==> src/rtl/jtag_pkg.sv <==
// Shared definitions for the JTAG test-data register blocks.
// Default DR width and the serializer state encoding.
package jtag_pkg;

    localparam int DR_WIDTH = 32;

    typedef enum logic {
        IDLE  = 1'b0,
        SHIFT = 1'b1
    } tx_state_t;

endpackage

==> src/rtl/shift_transmitter.sv <==
// TDO-side serializer: loads a word via valid/ready and shifts it out
// one bit per enabled cycle, MSB- or LSB-first, for 1..WIDTH bits.
module shift_transmitter
    import jtag_pkg::*;
#(
    parameter int WIDTH     = DR_WIDTH,
    parameter int LSB_FIRST = 0,
    parameter int CNT_W     = $clog2(WIDTH + 1)
) (
    input  logic             clk,
    input  logic             reset,
    input  logic             in_valid,
    output logic             in_ready,
    input  logic [WIDTH-1:0] in,
    input  logic [CNT_W-1:0] len,
    input  logic             enable,
    input  logic             abort,
    output logic             out,
    output logic             busy,
    output logic             done
);

    localparam logic [CNT_W-1:0] MAX_LEN = CNT_W'(WIDTH);

    tx_state_t        state;
    logic [WIDTH-1:0] shreg;
    logic [CNT_W-1:0] cnt;
    logic [CNT_W-1:0] eff_len;
    logic             head;
    logic [WIDTH-1:0] shreg_next;

    assign in_ready = (state == IDLE);
    assign busy     = (state == SHIFT);

    // Length seen by the counter: 0 and oversize requests mean a full word.
    always_comb begin
        eff_len = len;
        if (len == '0 || len > MAX_LEN) begin
            eff_len = MAX_LEN;
        end
    end

    // Head bit and the zero-filled shift toward it, for the chosen order.
    always_comb begin
        if (LSB_FIRST != 0) begin
            head       = shreg[0];
            shreg_next = {1'b0, shreg[WIDTH-1:1]};
        end else begin
            head       = shreg[WIDTH-1];
            shreg_next = {shreg[WIDTH-2:0], 1'b0};
        end
    end

    // FSM, bit counter and shift register; abort outranks everything else.
    always_ff @(posedge clk) begin
        if (reset) begin
            state <= IDLE;
            shreg <= '0;
            cnt   <= '0;
            out   <= 1'b0;
            done  <= 1'b0;
        end else begin
            done <= 1'b0;
            if (abort) begin
                state <= IDLE;
                shreg <= '0;
                cnt   <= '0;
                out   <= 1'b0;
            end else begin
                unique case (state)
                    IDLE: begin
                        out <= 1'b0;
                        if (in_valid) begin
                            shreg <= in;
                            cnt   <= eff_len;
                            state <= SHIFT;
                        end
                    end
                    SHIFT: begin
                        if (enable) begin
                            out   <= head;
                            shreg <= shreg_next;
                            if (cnt <= CNT_W'(1)) begin
                                cnt   <= '0;
                                done  <= 1'b1;
                                state <= IDLE;
                            end else begin
                                cnt <= cnt - CNT_W'(1);
                            end
                        end
                    end
                    default: state <= IDLE;
                endcase
            end
        end
    end

`ifdef FORMAL
    logic [CNT_W-1:0] f_len;
    logic [CNT_W-1:0] f_seen;

    // Track loaded length and enabled shift edges of the current word.
    always_ff @(posedge clk) begin
        if (reset || abort) begin
            f_len  <= '0;
            f_seen <= '0;
        end else if (state == IDLE && in_valid) begin
            f_len  <= eff_len;
            f_seen <= '0;
        end else if (state == SHIFT && enable) begin
            f_seen <= f_seen + CNT_W'(1);
        end
    end

    a_cnt_max : assert property (@(posedge clk) cnt <= MAX_LEN);

    a_done_src : assert property (@(posedge clk) disable iff (reset)
        done |-> $past(state == SHIFT && cnt == CNT_W'(1)));

    a_len_match : assert property (@(posedge clk) disable iff (reset)
        done |-> f_seen == f_len);
`endif

endmodule

==> config.mk <==
export PLATFORM = sky130hd
export DESIGN_NAME = shift_transmitter
export DESIGN_NICKNAME = d
export VERILOG_FILES = /design/src/rtl/jtag_pkg.sv /design/src/rtl/shift_transmitter.sv
export SDC_FILE = /design/constraint.sdc
export NUM_CORES = 1
export LEC_CHECK = 0
export CORE_MARGIN = 4
export CORE_UTILIZATION = 35
export DETAILED_ROUTE_END_ITERATION = 8
export GPL_TIMING_DRIVEN = 0
export HOLD_SLACK_MARGIN = 0.1
export PLACE_DENSITY = 0.68
export SYNTH_ARGS = -nofsm -noshare
export SYNTH_HDL_FRONTEND = slang
export SYNTH_SLANG_ARGS = --single-unit
==> constraint.sdc <==
create_clock -name clk -period 2.14 [get_ports clk]
set_input_delay 0.321 -clock clk [delete_from_list [all_inputs] [get_ports clk]]
set_output_delay 0.321 -clock clk [all_outputs]
set_load 0.01 [all_outputs]
==> qor.yml, run 1 <==
pwr:
  p_int_uw: 1180
  combPwrFrac: 0.187
  swShare: 0.267
  switching_power_uw: 431
  leakage_uw: 0.000904
  power.density_mw_per_mm2: 636
  vdd_drop_max_mv: 0.254
  clkPwrFrac: 0.304
  pwr-share-seq: 0.509
setup_path:
  worstPathRequired_ps: 1820
  arrival_ps: 1730
  path_buf_inv: 4
  critPathMaxFanout: 14
  worstSetupEndpointType: "output pin"
  worst_path_max_delay_cell: "clkdlybuf4s50_1"
  path_cells: "clkbuf_4 -> buf_4 -> inv_1 -> clkdlybuf4s50_1"
  cpLargestDelayFamily: "buffers and inverters"
  cp-start-kind: "register"
  critical_path_class: "register to output pin"
  cp_slowest_stage_delay_ps: 550
synth:
  synthAdderAreaFrac: 0.0131
  syn_avg_cell_area_um2: 9.36
  synth_compound_area_frac: 0.197
  synth_top_family_by_area: "compound AO/OA/AOI/OAI gates"
  synthSimpleGateAreaFrac: 0.131
  ys_seq_area_frac: 0.430
  ys_types: 33
  synth_fp_nets: 249
  synth_xor_area_frac: 0.00917
  synth-seq-cells: 41
  postSynthCellCount: 204
  synth_area_mm2: 0.00191
  synth_mux_area_frac: 0.173
  yosysWarnings: 0
placed_design:
  place_area_mm2: 0.00246
  hpwl_mm: 3.40
  dp_slack_ps: 62.5
  dp.cells: 320
  io_buffers: 46
  place_congestion: 0.855
drt:
  drt_pass1_iterations: 4
  wire_per_inst_um: 14.3
  finalWirelength_mm: 4.67
  vias_per_cell: 5.06
  drt_iter0_drc: 59
  drc: 0
  vias: 1653
  antenna_left: 0
cts:
  post_cts_buffers: 0
  cts_buffers: 5
  ctsHoldBuffers: 0
  h-tree-depth: 2
  clk_path_buf_depth: 2
  path_clk_slew_ps: 70
  clk_latency_ps: 300
  cts_sinks: 41
  cts_resized: 1
  ctsRootBufferMaster: "clkbuf_8"
  cts_tree: "built"
global_routing:
  grt_pass1_wl_mm: 7.60
  grt-ovfl-total: 0
  grt.total_usage: 0.149
  met2_usage: 0.237
  grt_pass1_vias: 1630
  antenna_found_initial: 0
  grtUsageMet3: 0.0439
  busiest_layer: "met2"
  grt_max_degree: 15
  grt_use_met1: 0.189
sta:
  finClkSkew_ps: 4.55
  relSlewSlack: 0.598
  max_slew.worst_pin.slew_ps: 586
  setup_ws_ps: 90.9
  max_freq_mhz: 488
  slew_violations: 0
  setup_viol: 0
  hold_viol_final: 0
  post-route-period-util: 0.958
  min_period_ps: 2050
  setup-tns-final_ps: 0
  rsz0062_at_grt: "no"
cells_and_area:
  instances_no_fill: 327
  drive_gt1_frac: 0.0623
  fillCellCount: 529
  syn_to_final_growth_pct: 33.0
  final_nets: 301
  diodes: 0
  fin_area_mm2: 0.00254
die:
  core_area_mm2: 0.00520
  die_w_um: 81.9
  start_util: 0.367
  ioPinCount: 47
  die_h_um: 81.9
  dieArea_mm2: 0.00670
  fp-row-count: 26
outcome:
  status: "completed"
run:
  maxCapViolCount: 0
worst_hold_path:
  hp-class: "register to register"
-- per-stage QoR --
stage | util | total power [uW] | hold WS [ps]
floorplan | - | 1010 | 454
global placement | 0.472 | 1140 | 481
detailed placement | 0.472 | 1140 | 482
CTS | 0.488 | 1630 | 502
global route | 0.488 | 1700 | 526
finish | 0.488 | 1610 | 500
-- sequential cells by signal, summed over array words and instances, names as in the netlist --
signal and cells:
done 1, shreg 32, out 1, busy 1, cnt 6
-- layout by cell type, fill, tap and decap left out, drive strengths merged, types with 3 or more instances in the layout --
master,Yosys,routed
buf,7,5
a211oi,34,34
clkbuf,9,16
nor3,3,3
nor2,39,39
a221oi,3,3
inv,4,4
dfxtp,41,41
clkdlybuf4s50,0,46
o21ai,5,5
mux2i,33,33
-- cells in the mapped netlist, drive strengths merged --
| master | n | area, um2 |
|---|---|---|
| nor3b | 2 | 15.0 |
| nand2 | 2 | 7.51 |
| o31a | 1 | 8.76 |
| a2bb2oi | 2 | 17.5 |
| o31ai | 1 | 7.51 |
| inv | 4 | 15.0 |
| o21bai | 1 | 7.51 |
| ha | 2 | 25.0 |
| or4 | 1 | 7.51 |
| nor4b | 2 | 17.5 |
| a211oi | 34 | 255 |
| buf | 7 | 37.5 |
| xor2 | 2 | 17.5 |
| nand3 | 1 | 5.00 |
| a31oi | 1 | 6.26 |
| nor4 | 1 | 6.26 |
| clkbuf | 9 | 37.5 |
| nor2b | 1 | 6.26 |
| mux2i | 33 | 330 |
| o21ai | 5 | 25.0 |
| or2 | 1 | 6.26 |
| a21oi | 1 | 5.00 |
| a32oi | 1 | 8.76 |
| nor2 | 39 | 146 |
| and3 | 1 | 6.26 |
| o211ai | 1 | 7.51 |
| dfxtp | 41 | 821 |
| or3 | 1 | 11.3 |
| nor3 | 3 | 15.0 |
| a221oi | 3 | 26.3 |
-- final timing paths --
check	slack (ps)	cells past startpoint	from	endpoint
hold / removal	500	2	shreg[17]	shreg[17]
setup reg to reg	430	6	busy	shreg[5]
hold reg to reg	500	2	shreg[17]	shreg[17]
setup / recovery	90	4	busy	in_ready
-- final cells by class --
type	instances	area, um2	area share
clock buffers	6	72.6	0.0286
clock inverters	2	10.0	0.00394
multi-input cells	143	998	0.393
inverters	4	15.0	0.00591
repair buffers	46	460	0.181
plain buffers	15	75.1	0.0296
flip-flops and latches	41	821	0.323
well taps	70	87.6	0.0345
-- power by group through the flow --
stage	Clock, uW	Combinational [uW]	Sequential [uW]
after floorplan	0	176	834
after global placement	0	300	837
after detailed placement	0	303	839
after CTS	503	305	821
after global routing	534	337	826
final	491	302	821
-- logic make-up after synthesis --
family          Yosys count
compound gates           51
xor+xnor                  2
fa+ha+maj                 2
buf+inv                  20
flops                    41
mux                      33
simple gates             55
-- layer usage --
metal | vias up | part of all wire | wire length (um)
met5 | - | 0 | 0
met4 | 0 | 0.013 | 63
met3 | 5 | 0.054 | 250
met2 | 35 | 0.45 | 2110
met1 | 759 | 0.48 | 2250
li1 | 854 | - | -
-- worst reg2reg max path: cells and delay by family (launching register included) --
family	cells	cell delay, ps
flops	1	330
buf+inv	2	660
simple gates	2	210
compound gates	2	420
No activity file was read; power rests on OpenSTA's default activity.
==> inputs of run 2 (changes only) <==
- PLACE_DENSITY: 0.68 -> 0.62
==> run 2 against run 1 <==
Via count down 0.36%; non-clock buffer count up 1; register-to-register slack better by 50 ps; hold slack worse by 3.7 ps; power up 9.8%; setup slack worse by 6.3 ps; final area up 1.8%; largest power group unchanged.
==> qor.yml, run 2 (same netlist as run 1, synthesis figures left out) <==
outcome:
  status: "completed"
cells_and_area:
  syn_to_final_growth_pct: 35.5
  mostFrequentLayoutCell: "clkdlybuf4s50_1"
  multi_input_area_um2: 998
  largest_reg_flops: 32
  mostFrequentLayoutCells: "clkdlybuf4s50_1, dfxtp_1, nor2_1"
  seqCellArea_um2: 821
  regMostFlops: "shreg"
  drive_gt1_frac: 0.0659
  diodes: 0
  top_regs: "shreg (32), cnt (6)"
  fin_area_mm2: 0.00259
  final_nets: 302
  fillCellCount: 520
  instances_no_fill: 328
setup_path:
  arrival_ps: 1730
  critPathMaxFanout: 10
  worstSetupEndpointType: "output pin"
  timing.rr.start: "busy"
  reg2reg_setup_slack_ps: 480
  rr_endpoint: "shreg[12]"
  path_cells: "buf_2 -> buf_6 -> buf_6 -> inv_1 -> clkdlybuf4s50_1"
  crit_top_cell: "buf_6"
  cp-start-kind: "register"
  critical_path_class: "register to output pin"
  cp_slowest_stage_delay_ps: 550
  reg2regPathDepth: 6
  worstPathRequired_ps: 1820
  worst_path_max_delay_cell: "clkdlybuf4s50_1"
drt:
  drc: 0
  wire_per_inst_um: 14.3
  antenna_left: 0
  vias_per_cell: 5.02
  drt_iter0_drc: 87
  finalWirelength_mm: 4.68
  drt_pass1_iterations: 4
  vias: 1647
sta:
  slew_violations: 0
  max_freq_mhz: 487
  fin_hold_ws_ps: 496
  max_slew.worst_pin.slew_ps: 599
  relSlewSlack: 0.589
  min_period_ps: 2060
  setup_viol: 0
  finClkSkew_ps: 3.55
  hold_viol_final: 0
  rsz0062_at_grt: "no"
  post-route-period-util: 0.960
global_routing:
  grt_pass1_wl_mm: 7.64
  grt-ovfl-total: 0
  grt.total_usage: 0.149
  antenna_found_initial: 0
  grt_pass1_vias: 1605
  grt_max_degree: 13
placed_design:
  io_buffers: 46
  hpwl_mm: 3.39
  place_area_mm2: 0.00246
  place_congestion: 0.845
  dp.cells: 320
cts:
  h-tree-depth: 2
  clk_path_buf_depth: 2
  cts_buffers: 5
  path_clk_slew_ps: 80
  cts_sinks: 41
  cts_tree: "built"
  ctsRootBufferMaster: "clkbuf_8"
  clk_latency_ps: 290
  post_cts_buffers: 0
die:
  fp-row-count: 26
  die_w_um: 81.9
  start_util: 0.367
  die_h_um: 81.9
  dieArea_mm2: 0.00670
  ioPinCount: 47
  core_area_mm2: 0.00520
pwr:
  leakage_uw: 0.000925
  power_uw: 1770
  vdd_drop_max_mv: 0.351
  power.density_mw_per_mm2: 685
worst_hold_path:
  hp-class: "register to register"
  min_to: "shreg[0]"
  min-delay-start: "shreg[0]"
  hold_depth: 2
run:
  maxCapViolCount: 0
==> run 2: layer usage <==
metal,up-vias,part of all wire,GRT usage
li1,853,-,-
met1,752,0.49,0.202
met2,37,0.45,0.229
met3,5,0.054,0.0373
met4,0,0.012,0.0548
met5,-,0,0
==> run 2: how the worst max path moves through the flow <==
stage                    end  cells past startpoint  slack (ps)  startpoint
global placement    shreg[4]                      6         -20    in_valid
finish              in_ready                      5          80        busy
floorplan             cnt[0]                      4         660      cnt[2]
global route        in_ready                      5        0.02        busy
CTS                 in_ready                      5          30        busy
detailed placement  shreg[4]                      6         -30    in_valid
==> run 2: metrics by stage <==
step	setup TNS, ps	utilization	worst slack (ps)
global route	0	0.497	0.0246
global placement	-76.4	0.472	-23.4
finish	0	0.497	84.6
CTS	0	0.496	34.5
detailed placement	-175	0.472	-25.7
floorplan	0	-	658
==> run 2: timing repair <==
| item | CTS | global route |
|---|---|---|
| hold buffers | 0 | 0 |
| resized for setup | 3 | 1 |
| setup endpoints to repair | 1 | 1 |
| pin swaps | 0 | 0 |
==> run 2: cell type report <==
| type | count | share of cell area |
|---|---|---|
| clock buffer | 7 | 0.0334 |
| multi-input combinational | 143 | 0.386 |
| clock inverter | 1 | 0.0116 |
| sequential | 41 | 0.317 |
| buffer | 16 | 0.0339 |
| inverter | 4 | 0.00581 |
| timing repair buffer | 46 | 0.178 |
| tap | 70 | 0.0339 |
==> run 2: worst max-delay path: cells and delay by family (launching register included) <==
family / cells / cell delay [ps]
flops: 1 / 320
buf+inv: 5 / 1130
==> run 2: report_power, final <==
group	internal, uW	total, uW	switching, uW
clock network	380	644	264
registers	799	821	21.7
logic	160	307	147
total	1340	1770	433
==> inputs of run 3 (changes only) <==
- RECOVER_POWER: unset -> 50
- SLEW_MARGIN: unset -> 0
==> run 3 against run 2 <==
Setup slack improved by 6.7 ps; sequential share of layout area unchanged; count of clock-buffer cells in the layout unchanged; global-route usage unchanged; final area unchanged; core utilization unchanged; clock skew about the same; sequential power about the same; wire length decreased by 0.13%; die area unchanged; largest cell class unchanged.
==> qor.yml, run 3 (same netlist as run 1, synthesis figures left out) <==
drt:
  drt_iter0_drc: 87
  drt_pass1_iterations: 4
  vias: 1650
  finalWirelength_mm: 4.68
  antenna_left: 0
  wire_per_inst_um: 14.3
  drc: 0
  vias_per_cell: 5.03
cells_and_area:
  mostFrequentLayoutCells: "dfxtp_1, clkdlybuf4s50_1, nor2_1"
  seqCellArea_um2: 821
  largest_reg_flops: 32
  final_nets: 302
  fillCellCount: 520
  top_regs: "shreg (32), cnt (6)"
  diodes: 0
  instances_no_fill: 328
  drive_gt1_frac: 0.0659
  regMostFlops: "shreg"
  syn_to_final_growth_pct: 35.5
  multi_input_area_um2: 998
worst_hold_path:
  hold_depth: 2
  hp-class: "register to register"
placed_design:
  dp_slack_ps: -25.7
  hpwl_mm: 3.39
  io_buffers: 46
  place_congestion: 0.845
  dp.cells: 320
cts:
  clk_path_buf_depth: 2
  cts_tree: "built"
  clk_latency_ps: 290
  cts_sinks: 41
  ctsRootBufferMaster: "clkbuf_8"
  h-tree-depth: 2
  cts_buffers: 5
  path_clk_slew_ps: 80
pwr:
  vdd_drop_max_mv: 0.351
  leakage_uw: 0.000936
  power_uw: 1770
  power.density_mw_per_mm2: 684
setup_path:
  reg2regPathDepth: 6
  critPathLaunch: "busy"
  critical_path_class: "register to output pin"
  cp-start-kind: "register"
  worstSetupEndpointType: "output pin"
  arrival_ps: 1730
  worstPathRequired_ps: 1820
  critPathMaxFanout: 10
  critPathCapture: "in_ready"
  rr_endpoint: "shreg[12]"
  timing.rr.start: "busy"
  reg2reg_setup_slack_ps: 480
global_routing:
  grt_pass1_wl_mm: 7.64
  grt-ovfl-total: 0
  antenna_found_initial: 0
  grt_pass1_vias: 1605
  grt.total_usage: 0.149
  grt_max_degree: 13
sta:
  max_slew.worst_pin.slew_ps: 596
  hold_viol_final: 0
  rsz0062_at_grt: "no"
  relSlewSlack: 0.592
  setup_ws_ps: 91.3
  min_period_ps: 2050
  setup_viol: 0
  fin_hold_ws_ps: 496
  post-route-period-util: 0.957
  finClkSkew_ps: 3.43
  max_freq_mhz: 488
  slew_violations: 0
die:
  core_area_mm2: 0.00520
  die_h_um: 81.9
  dieArea_mm2: 0.00670
  start_util: 0.367
  ioPinCount: 47
  die_w_um: 81.9
  fp-row-count: 26
run:
  maxCapViolCount: 0
outcome:
  status: "completed"
-- run 3: worst max-delay path, stage by stage (launching register included) --
cell and delay, ps:
dfxtp_1 310, buf_2 160, buf_6 160, buf_6 150, inv_1 110, clkdlybuf4s50_1 550
-- run 3: how the worst min path moves through the flow --
| stage | from | to | slack [ps] |
|---|---|---|---|
| floorplan | shreg[0] | shreg[0] | 450 |
| global placement | shreg[30] | shreg[30] | 480 |
| detailed placement | shreg[0] | shreg[0] | 480 |
| CTS | shreg[0] | shreg[0] | 500 |
| global route | shreg[15] | shreg[15] | 520 |
| finish | shreg[0] | shreg[0] | 500 |
-- run 3: what timing repair did --
item / 4_1_cts / 5_1_grt
hold buffers: 0 / 0
endpoints found under the setup margin: 1 / 1
buffers inserted: 0 / 0
pin swaps: 0 / 0
resized for setup: 3 / 1
-- run 3: cell type report --
cell class	instances	share of cell area
buffer	16	0.0339
clock buffer	7	0.0334
clock inverter	1	0.0116
inverter	4	0.00581
multi-input combinational	143	0.386
sequential	41	0.317
tap	70	0.0339
timing repair buffer	46	0.178
-- run 3: power by group --
group | switching (uW) | leakage, uW | internal, uW
sequential | 21.7 | 0.000335 | 799
clock | 264 | 0.0000585 | 380
combinational | 147 | 0.000542 | 158
-- run 3: per-stage QoR --
stage                     utilization  instance area [um2]  TNS, ps
after floorplan                     -                 1910        0
after global placement          0.472                 2460    -76.4
after detailed placement        0.472                 2460     -175
after CTS                       0.496                 2580        0
after global routing            0.497                 2590        0
final                           0.497                 2590        0
-- run 3: layer usage --
metal	up-vias	wire length, um	part of all wire	GRT usage
met5	-	0	0	0
met4	0	58	0.012	0.0548
met3	5	290	0.062	0.0373
met2	47	2090	0.45	0.229
met1	744	2240	0.48	0.202
li1	854	-	-	-
